**src/rtl/calc_seq_unit_if.sv**
```systemverilog
// Request/response valid-ready channel for calc_seq_unit.
// The status field exists only when CALC_STATUS_EN is defined.
interface calc_seq_unit_if #(
  parameter int WIDTH  = 64,
  parameter int MODE_W = 4
);

  logic              in_valid;
  logic              in_ready;
  logic [WIDTH-1:0]  a;
  logic [WIDTH-1:0]  b;
  logic [MODE_W-1:0] mode;
  logic              out_valid;
  logic              out_ready;
  logic [WIDTH-1:0]  result;
  logic              busy;

`ifdef CALC_STATUS_EN
  logic [2:0]        status;

  modport master (
    output in_valid, a, b, mode, out_ready,
    input  in_ready, out_valid, result, busy, status
  );

  modport slave (
    input  in_valid, a, b, mode, out_ready,
    output in_ready, out_valid, result, busy, status
  );
`else
  modport master (
    output in_valid, a, b, mode, out_ready,
    input  in_ready, out_valid, result, busy
  );

  modport slave (
    input  in_valid, a, b, mode, out_ready,
    output in_ready, out_valid, result, busy
  );
`endif

endinterface

```
**src/rtl/calc_seq_unit.sv**
```systemverilog
// Sequential add/sub/mul/div/rem unit; mul and div/rem iterate one bit per cycle.
// Define CALC_STATUS_EN to add the zero/carry/div-by-zero status flags.
module calc_seq_unit #(
  parameter int  WIDTH  = 64,
  parameter int  MODE_W = 4,
  localparam int CNT_W  = $clog2(WIDTH) + 1
) (
  input  logic           clk,
  input  logic           rst,
  calc_seq_unit_if.slave bus
);

  localparam logic [1:0] IDLE = 2'd0;
  localparam logic [1:0] ITER = 2'd1;
  localparam logic [1:0] DONE = 2'd2;

  localparam logic [MODE_W-1:0] MODE_ADD = MODE_W'(0);
  localparam logic [MODE_W-1:0] MODE_SUB = MODE_W'(1);
  localparam logic [MODE_W-1:0] MODE_MUL = MODE_W'(2);
  localparam logic [MODE_W-1:0] MODE_DIV = MODE_W'(3);
  localparam logic [MODE_W-1:0] MODE_REM = MODE_W'(4);

  // The product high half is only needed to report multiply overflow.
`ifdef CALC_STATUS_EN
  localparam int ACC_W = 2 * WIDTH;
`else
  localparam int ACC_W = WIDTH;
`endif

  logic [1:0]        state;
  logic [CNT_W-1:0]  counter;
  logic [MODE_W-1:0] mode_q;
  logic [WIDTH-1:0]  result_q;

  logic [ACC_W-1:0]  acc;
  logic [ACC_W-1:0]  acc_nxt;
  logic [ACC_W-1:0]  mcand;
  logic [WIDTH-1:0]  mplier;

  logic [WIDTH-1:0]  quo;
  logic [WIDTH-1:0]  quo_nxt;
  logic [WIDTH-1:0]  rem;
  logic [WIDTH-1:0]  rem_nxt;
  logic [WIDTH-1:0]  divisor;
  logic [WIDTH:0]    shifted;
  logic [WIDTH:0]    trial;

  logic [WIDTH-1:0]  sum;
  logic [WIDTH-1:0]  diff;
  logic              last_iter;
  logic [WIDTH-1:0]  iter_result;

`ifdef CALC_STATUS_EN
  logic              add_carry;
  assign {add_carry, sum} = {1'b0, bus.a} + {1'b0, bus.b};
`else
  assign sum = bus.a + bus.b;
`endif
  assign diff = bus.a - bus.b;

  assign bus.in_ready  = (state == IDLE);
  assign bus.out_valid = (state == DONE);
  assign bus.busy      = (state != IDLE);
  assign bus.result    = result_q;

  assign last_iter = (counter == CNT_W'(WIDTH - 1));

  // One step of shift-add multiply and of restoring division. A set top bit
  // of the trial difference means it borrowed; with a zero divisor it never
  // does, giving an all-ones quotient and the dividend as remainder.
  always_comb begin
    acc_nxt = mplier[0] ? (acc + mcand) : acc;
    shifted = {rem, quo[WIDTH-1]};
    trial   = shifted - {1'b0, divisor};
    if (!trial[WIDTH]) begin
      rem_nxt = trial[WIDTH-1:0];
      quo_nxt = {quo[WIDTH-2:0], 1'b1};
    end else begin
      rem_nxt = shifted[WIDTH-1:0];
      quo_nxt = {quo[WIDTH-2:0], 1'b0};
    end
  end

  always_comb begin
    case (mode_q)
      MODE_MUL: iter_result = acc_nxt[WIDTH-1:0];
      MODE_DIV: iter_result = quo_nxt;
      default:  iter_result = rem_nxt;
    endcase
  end

  always_ff @(posedge clk) begin
    if (rst) begin
      state    <= IDLE;
      counter  <= '0;
      mode_q   <= '0;
      result_q <= '0;
      acc      <= '0;
      mcand    <= '0;
      mplier   <= '0;
      quo      <= '0;
      rem      <= '0;
      divisor  <= '0;
    end else begin
      case (state)
        IDLE: begin
          if (bus.in_valid) begin
            mode_q  <= bus.mode;
            counter <= '0;
            case (bus.mode)
              MODE_ADD: begin
                result_q <= sum;
                state    <= DONE;
              end
              MODE_SUB: begin
                result_q <= diff;
                state    <= DONE;
              end
              MODE_MUL, MODE_DIV, MODE_REM: begin
                acc     <= '0;
                mcand   <= ACC_W'(bus.a);
                mplier  <= bus.b;
                quo     <= bus.a;
                rem     <= '0;
                divisor <= bus.b;
                state   <= ITER;
              end
              default: begin
                result_q <= '0;
                state    <= DONE;
              end
            endcase
          end
        end
        ITER: begin
          counter <= counter + CNT_W'(1);
          acc     <= acc_nxt;
          mcand   <= mcand << 1;
          mplier  <= mplier >> 1;
          quo     <= quo_nxt;
          rem     <= rem_nxt;
          if (last_iter) begin
            result_q <= iter_result;
            state    <= DONE;
          end
        end
        DONE: begin
          if (bus.out_ready) begin
            state <= IDLE;
          end
        end
        default: state <= IDLE;
      endcase
    end
  end

`ifdef CALC_STATUS_EN
  logic [2:0] status_q;

  // Flags are written on the same edge as the result they describe.
  always_ff @(posedge clk) begin
    if (rst) begin
      status_q <= '0;
    end else if (state == IDLE && bus.in_valid) begin
      case (bus.mode)
        MODE_ADD:                     status_q <= {1'b0, add_carry, sum == '0};
        MODE_SUB:                     status_q <= {1'b0, bus.a < bus.b, diff == '0};
        MODE_MUL, MODE_DIV, MODE_REM: status_q <= '0;
        default:                      status_q <= 3'b001;
      endcase
    end else if (state == ITER && last_iter) begin
      status_q <= {(mode_q != MODE_MUL) && (divisor == '0),
                   (mode_q == MODE_MUL) && (|acc_nxt[ACC_W-1:WIDTH]),
                   iter_result == '0};
    end
  end

  assign bus.status = status_q;
`endif

endmodule

```
**src/flat_wrapper.sv**
```systemverilog
// flat-port wrapper written by rule: the top's interface ports become plain ports
module calc_seq_unit_flat 
#(
  parameter int  WIDTH  = 64,
  parameter int  MODE_W = 4,
  localparam int CNT_W  = $clog2(WIDTH) + 1
)
  (clk, rst, bus_in_valid, bus_a, bus_b, bus_mode, bus_out_ready, bus_in_ready, bus_out_valid, bus_result, bus_busy);
  calc_seq_unit_if #(.WIDTH(WIDTH), .MODE_W(MODE_W)) bus_i ();
  input  logic clk;
  input  logic rst;
  input wire logic [$bits(bus_i.in_valid)-1:0] bus_in_valid;
  input wire logic [$bits(bus_i.a)-1:0] bus_a;
  input wire logic [$bits(bus_i.b)-1:0] bus_b;
  input wire logic [$bits(bus_i.mode)-1:0] bus_mode;
  input wire logic [$bits(bus_i.out_ready)-1:0] bus_out_ready;
  output wire logic [$bits(bus_i.in_ready)-1:0] bus_in_ready;
  output wire logic [$bits(bus_i.out_valid)-1:0] bus_out_valid;
  output wire logic [$bits(bus_i.result)-1:0] bus_result;
  output wire logic [$bits(bus_i.busy)-1:0] bus_busy;
  assign bus_i.in_valid = bus_in_valid;
  assign bus_i.a = bus_a;
  assign bus_i.b = bus_b;
  assign bus_i.mode = bus_mode;
  assign bus_i.out_ready = bus_out_ready;
  assign bus_in_ready = bus_i.in_ready;
  assign bus_out_valid = bus_i.out_valid;
  assign bus_result = bus_i.result;
  assign bus_busy = bus_i.busy;
  calc_seq_unit #(.WIDTH(WIDTH), .MODE_W(MODE_W)) u_core (.clk(clk), .rst(rst), .bus(bus_i));
endmodule
```
**config.mk**
```make
export PLATFORM = sky130hd
export DESIGN_NAME = calc_seq_unit_flat
export DESIGN_NICKNAME = d
export VERILOG_FILES = /design/src/rtl/calc_seq_unit_if.sv /design/src/rtl/calc_seq_unit.sv /design/src/flat_wrapper.sv
export SDC_FILE = /design/constraint.sdc
export NUM_CORES = 2
export LEC_CHECK = 0
export ABC_AREA = 1
export CAP_MARGIN = 20
export CORE_AREA = 5 5 252 439
export DETAILED_ROUTE_END_ITERATION = 6
export DIE_AREA = 0 0 257 444
export GPL_TIMING_DRIVEN = 0
export SYNTH_ARGS = -nofsm -noshare
export SYNTH_HDL_FRONTEND = slang
export SYNTH_SLANG_ARGS = --single-unit
```
**constraint.sdc**
```tcl
create_clock -name clk -period 4.3 [get_ports clk]
set_clock_uncertainty 0.1 [all_clocks]
set_input_delay 0.43 -clock clk [delete_from_list [all_inputs] [get_ports clk]]
set_output_delay 0.43 -clock clk [all_outputs]
set_load 0.05 [all_outputs]
```
* Word level (Yosys, flattened, before mapping)
Index checks and enable logic that the tools add are counted.
** Storage, ports and cells
- Flip-flop bits (word level) :: 461
- Bits of input ports :: 136
- Output and inout bits :: 67
- Logic and storage cells :: 66
** Operators by class
- Add/subtract/negate cells :: 5
- Equal/unequal tests :: 14
- Multiplexer cells :: 26
- Reductions and logical operators :: 11
** Operators with widths (number)
- $pmux W64 S2 :: 7
- $mux W64 :: 10
- $pmux W64 S3 :: 1
- $add A64 B64 Y64 :: 2
- $sub A65 B64 Y65 :: 1
- $sub A64 B64 Y64 :: 1
- $eq A4 B2 Y1 const B :: 4
- $pmux W7 S2 :: 1
- $reduce_and A3 Y1 :: 3
- $mux W2 :: 4
- $add A7 B1 Y7 const B :: 1
- $eq A7 B6 Y1 const B :: 1
- $mux W7 :: 1
- $ne A2 B2 Y1 const B :: 3
- $pmux W2 S3 :: 1
- $eq A4 B1 Y1 const B :: 1
- $eq A4 B3 Y1 const B :: 1
- $logic_not A4 Y1 :: 1
- $ne A2 B1 Y1 const B :: 2
- $reduce_and A2 Y1 :: 2
- $reduce_and A4 Y1 :: 1
- $reduce_bool A2 Y1 :: 2
- $reduce_or A3 Y1 :: 1
- $eq A2 B1 Y1 const B :: 1
- other kinds (3) :: 3

* Depth between registers and ports, before layout
- Depth after elaboration :: 5
- Mapped depth :: 31

* Least setup slack after synthesis
Ideal clock, no wire load.
- Path kind :: input -> register
- Start point :: input bus_b[1]
- End point :: register u_core.result_q[63] (netlist: u_core.bus.result[63])
- Library setup time :: 0.109 ns
- Arrival time :: 3.609 ns
- Required time :: 4.091 ns
- Path slack :: 0.482 ns
- Cell stages on the path :: 28
- Path buffers :: 0
- Cell sequence :: inv_1 -> ha_1 -> nand4_1 -> nor3_1 -> nand2_1 -> nor2_1 -> nand4_1 -> o21ai_1 -> nand2_1 -> a21oi_2 -> o21ai_0 -> xnor2_1 -> ha_1 -> inv_1 -> o21bai_1 -> a21oi_1 -> nor2_1 -> nor2_1 -> nor2_1 -> or2_2 -> nor2_1 -> inv_1 -> a21oi_1 -> nand2_1 -> nand3_1 -> nand3_1 -> nand2_1 -> inv_1
** Between the ends
- Word-level cells in the longest chain between the ends :: 4
** Ends and longest elaborated chain
- from (decl) :: line flat_wrapper.sv:14 : input wire logic [$bits(bus_i.b)-1:0] bus_b;
- $sub A64 B64 Y64 / $add A64 B64 Y64 (equally long branches) :: line calc_seq_unit.sv:59, calc_seq_unit.sv:57
- $pmux W64 S3 * :: line calc_seq_unit.sv:110 : case (bus.mode)
- $mux W64 * :: line calc_seq_unit.sv:107 : if (bus.in_valid) begin
- $pmux W64 S2 * :: line calc_seq_unit.sv:105 : case (state)
- to (signal assigned) :: line calc_seq_unit.sv:112 : result_q <= sum;
- to (signal assigned) :: line calc_seq_unit.sv:116 : result_q <= diff;
- to (signal assigned) :: line calc_seq_unit.sv:143 : result_q <= iter_result;
- to (decl) :: line calc_seq_unit.sv:33 : logic [WIDTH-1:0] result_q;
Every way passes the cells marked *; elsewhere a longest branch is shown, timed or not. The select of a mux whose other input is x is not followed.
A chain may end at the register's enable or synchronous reset.

* Worst setup path after layout
- Start point :: input bus_b[35]
- End point :: register u_core.result_q[51] (netlist: u_core.bus.result[51])
The elaborated chain is that of the path after synthesis.

==> impl_metrics.py <==
metrics = {
    "status": {
        "outcome": "finished with violations",
        "violations": "setup timing",
    },
    "floorplanning": {
        "fp.coreArea_um2": 107000,
        "die_x_um": 257,
        "die_height_um": 444,
        "io-pin-count": 203,
        "die_area_um2": 114000,
        "initial_core_util": 0.347,
        "rows": 159,
    },
    "cells_and_area": {
        "fin_nets": 6887,
        "multi_input_area_um2": 25100,
        "fin_area_um2": 44200,
        "final_cells": 7959,
        "seq_area_um2": 9230,
        "nFillCells": 11900,
        "area_delta_synth_final_pct": 19.4,
        "drive_above_1_share": 0.0830,
    },
    "sta": {
        "fmax_ghz": 0.232,
        "finalHoldViolCount": 0,
        "tns_ns": -0.0176,
        "period_needed_ns": 4.32,
        "rsz0062_at_grt": "yes",
        "relSlewSlack": 0.157,
        "period_share": 1.00,
        "drv_slew": 0,
        "worst_slack_ns": -0.0176,
        "timing.final.setup_violations": 1,
        "tightest_slew_ns": 1.27,
    },
    "clock_tree": {
        "clk_latency_ns": 0.63,
        "cts_hold_buf": 0,
        "clk_path_buf_depth": 3,
        "clk_pin_slew_ns": 0.07,
        "cts.sinks": 461,
        "root_buffer": "clkbuf_16",
        "htree_levels": 2,
        "tritoncts": "yes",
        "cts_buffers": 44,
    },
    "drt": {
        "m1WireLength_um": 73200,
        "wl_um": 219000,
        "wl_per_cell_um": 27.6,
        "wl_met2_um": 107000,
        "wl_met3_um": 10300,
        "firstDrtPassIters": 6,
        "first_iter_violations": 3347,
        "via_per_inst": 5.55,
        "drtAntennaViolNets": 0,
        "drc_errors": 0,
        "maxUsedRoutingLayer": "met5",
        "num_vias": 44200,
    },
    "setup_path": {
        "crit_arrival_ns": 4.74,
        "required_ns": 4.73,
        "critPathKind": "in2reg",
        "end_kind": "flip-flop",
        "crit_fanout": 6,
        "start_kind": "input port",
    },
    "power_and_ir_drop": {
        "p_int_mw": 8.36,
        "p_sw_frac": 0.428,
        "pwr-share-comb": 0.390,
        "power_leakage_nw": 19.4,
        "p_seq_frac": 0.331,
        "powerDensity_nw_per_um2": 330,
        "pwr-share-clk": 0.279,
        "peakVddDrop_v": 0.000209,
        "power_mw": 14.6,
        "power.switching_mw": 6.26,
    },
    "logic_synthesis": {
        "ys.flop_type": "dfxtp_1",
        "syn_nets": 6566,
        "synth_area_per_cell_um2": 5.94,
        "netlist.area_leader.share": 0.249,
        "ys_types": 55,
        "ys_seq_elements": 461,
        "synthCells": 6235,
        "ys_seq_area_frac": 0.249,
        "synth_warnings": 0,
        "synth_top_cell_by_area": "dfxtp_1",
        "netlist_area_um2": 37000,
        "synth.area.top_cells": "dfxtp_1 (25%), nand2_1 (18%), inv_1 (8.0%), a21oi_1 (7.6%), ha_1 (6.5%)",
        "synthArstFlopShare": 0,
        "synth_edf_count": 0,
    },
    "grt": {
        "overflow": 0,
        "grt_pass1_wl_um": 302000,
        "grt_start_max_net_pins": 16,
        "globalRouteTotalUtil": 0.365,
        "grt_pass1_vias": 44200,
        "antenna_found_initial": 5,
    },
    "place": {
        "dp_slack_ns": -2.82,
        "dp_hpwl_um": 188000,
        "portBuffers": 199,
        "gp_congestion": 1.04,
        "post-place-cells": 7822,
        "dpl_cell_area_um2": 41100,
    },
    "job": {
        "drv_cap": 0,
    },
    "worst_hold_path": {
        "hp-class": "in2reg",
    },
}
-- per-layer routing --
| layer | vias up | global-route usage |
|---|---|---|
| li1 | 21000 | - |
| met1 | 20600 | 0.354 |
| met4 | 6 | 0.372 |
| met3 | 787 | 0.0392 |
| met5 | - | 0 |
| met2 | 1750 | 0.652 |
-- what timing repair did --
action	CTS	global route
gates resized for setup	233	177
hold endpoints to repair	0	0
setup buffers	34	19
setup endpoints to repair	61	39
pin swaps	34	43
-- power by group through the flow --
stage | Sequential, mW | Combinational [mW] | Clock (mW)
floorplan | 5.11 | 2.85 | 0
global placement | 4.92 | 5.29 | 0
detailed placement | 4.92 | 5.35 | 0
CTS | 4.83 | 5.45 | 4.09
global route | 4.86 | 6.01 | 4.24
finish | 4.84 | 5.69 | 4.08
-- sequential cells by signal, summed over array words and instances, names as in the netlist --
register,count
u_core.acc,64
u_core.bus.result,64
u_core.divisor,64
u_core.mcand,64
u_core.mplier,64
u_core.quo,64
u_core.rem,64
u_core.counter,7
u_core.mode_q,4
u_core.state,2
-- worst max-delay path, cell delays in order --
cell and delay, ns:
clkdlybuf4s50_1 0.63, nor4_1 0.63, and3_1 0.31, nand2_4 0.10, inv_2 0.08, a21oi_2 0.07, nor2_2 0.20, xor2_2 0.28
ha_4 0.27, nand2_2 0.09, inv_1 0.06, a21oi_2 0.19, o21ai_2 0.11, a21oi_4 0.29, nand3_4 0.23, or2_4 0.28
nand3_1 0.07, nand4_1 0.22, nand2_1 0.13, inv_1 0.04
-- synthesized netlist by cell type (all sizes together) (2+ instances only) --
cell type	number
fa	3
inv	800
dfxtp	461
a22oi	2
o21bai	58
nand4	71
nor3	69
xnor2	79
a211oi	5
a31oi	192
a2bb2oi	6
o2111ai	3
xor2	63
and3	3
a21boi	9
buf	47
and2	6
nand2	1809
nor4	17
nor2	560
or2	88
nand3b	10
nand3	423
o21ai	415
a21oi	563
o211ai	21
mux2i	3
o31ai	5
ha	192
o21a	36
clkbuf	191
a21o	14
clkinv	4
-- logic make-up after synthesis --
kind of cell / count (synthesis) / synth area share
adder cells (fa/ha/maj): 195 / 0.0665
multiplexers: 3 / 0.000811
XOR/XNOR: 142 / 0.0336
flip-flops: 461 / 0.249
AO/OA/AOI/OAI: 1334 / 0.199
AND/OR/NAND/NOR: 3058 / 0.342
buffers and inverters: 1042 / 0.108
-- cells in the final DEF, fill, tap and decap left out, types with 12 or more instances in the layout --
cell and n:
a21o_1 12, a21oi_1 527, a21oi_2 31, a31oi_1 191, buf_2 26, buf_4 56
buf_8 20, clkbuf_1 192, clkbuf_16 45, clkdlybuf4s50_1 169, dfxtp_1 461, dlygate4sd2_1 20
ha_1 168, ha_4 15, inv_1 770, inv_2 28, nand2_1 1754, nand2_2 46
nand3_1 401, nand3_2 16, nand4_1 71, nor2_1 504, nor2_2 39, nor2_4 17
nor3_1 55, nor3_2 12, o211ai_1 20, o21a_1 36, o21ai_0 345, o21ai_1 53
o21bai_1 55, or2_1 24, or2_2 62, xnor2_1 75, xor2_1 58
-- cell type report --
cell class / instances / share of cell area
multi-input cells: 4732 / 0.567
flip-flops and latches: 461 / 0.209
inverters: 804 / 0.0685
repair buffers: 275 / 0.0621
well taps: 1368 / 0.0387
clock buffers: 58 / 0.0277
plain buffers: 238 / 0.0237
clock inverters: 19 / 0.00393
diodes: 4 / 0.000226
-- stage by stage --
step	util	hold slack, ns
2_1_floorplan	-	0.335
3_3_place_gp	0.382	0.357
3_5_place_dp	0.385	0.360
4_1_cts	0.406	0.0334
5_1_grt	0.415	0.0574
6_report	0.415	0.0618
-- path summary, 6_finish.rpt --
kind,start,endpoint,slack [ns],cells past startpoint
setup / recovery,bus_b[35],u_core.bus.result[51],-0.02,20
hold / removal,bus_b[1],u_core.mplier[1],0.06,3
setup reg to reg,u_core.state[0],u_core.quo[63],0.03,10
hold reg to reg,u_core.divisor[27],u_core.divisor[27],0.37,2
(Power assumes the default switching activity.)
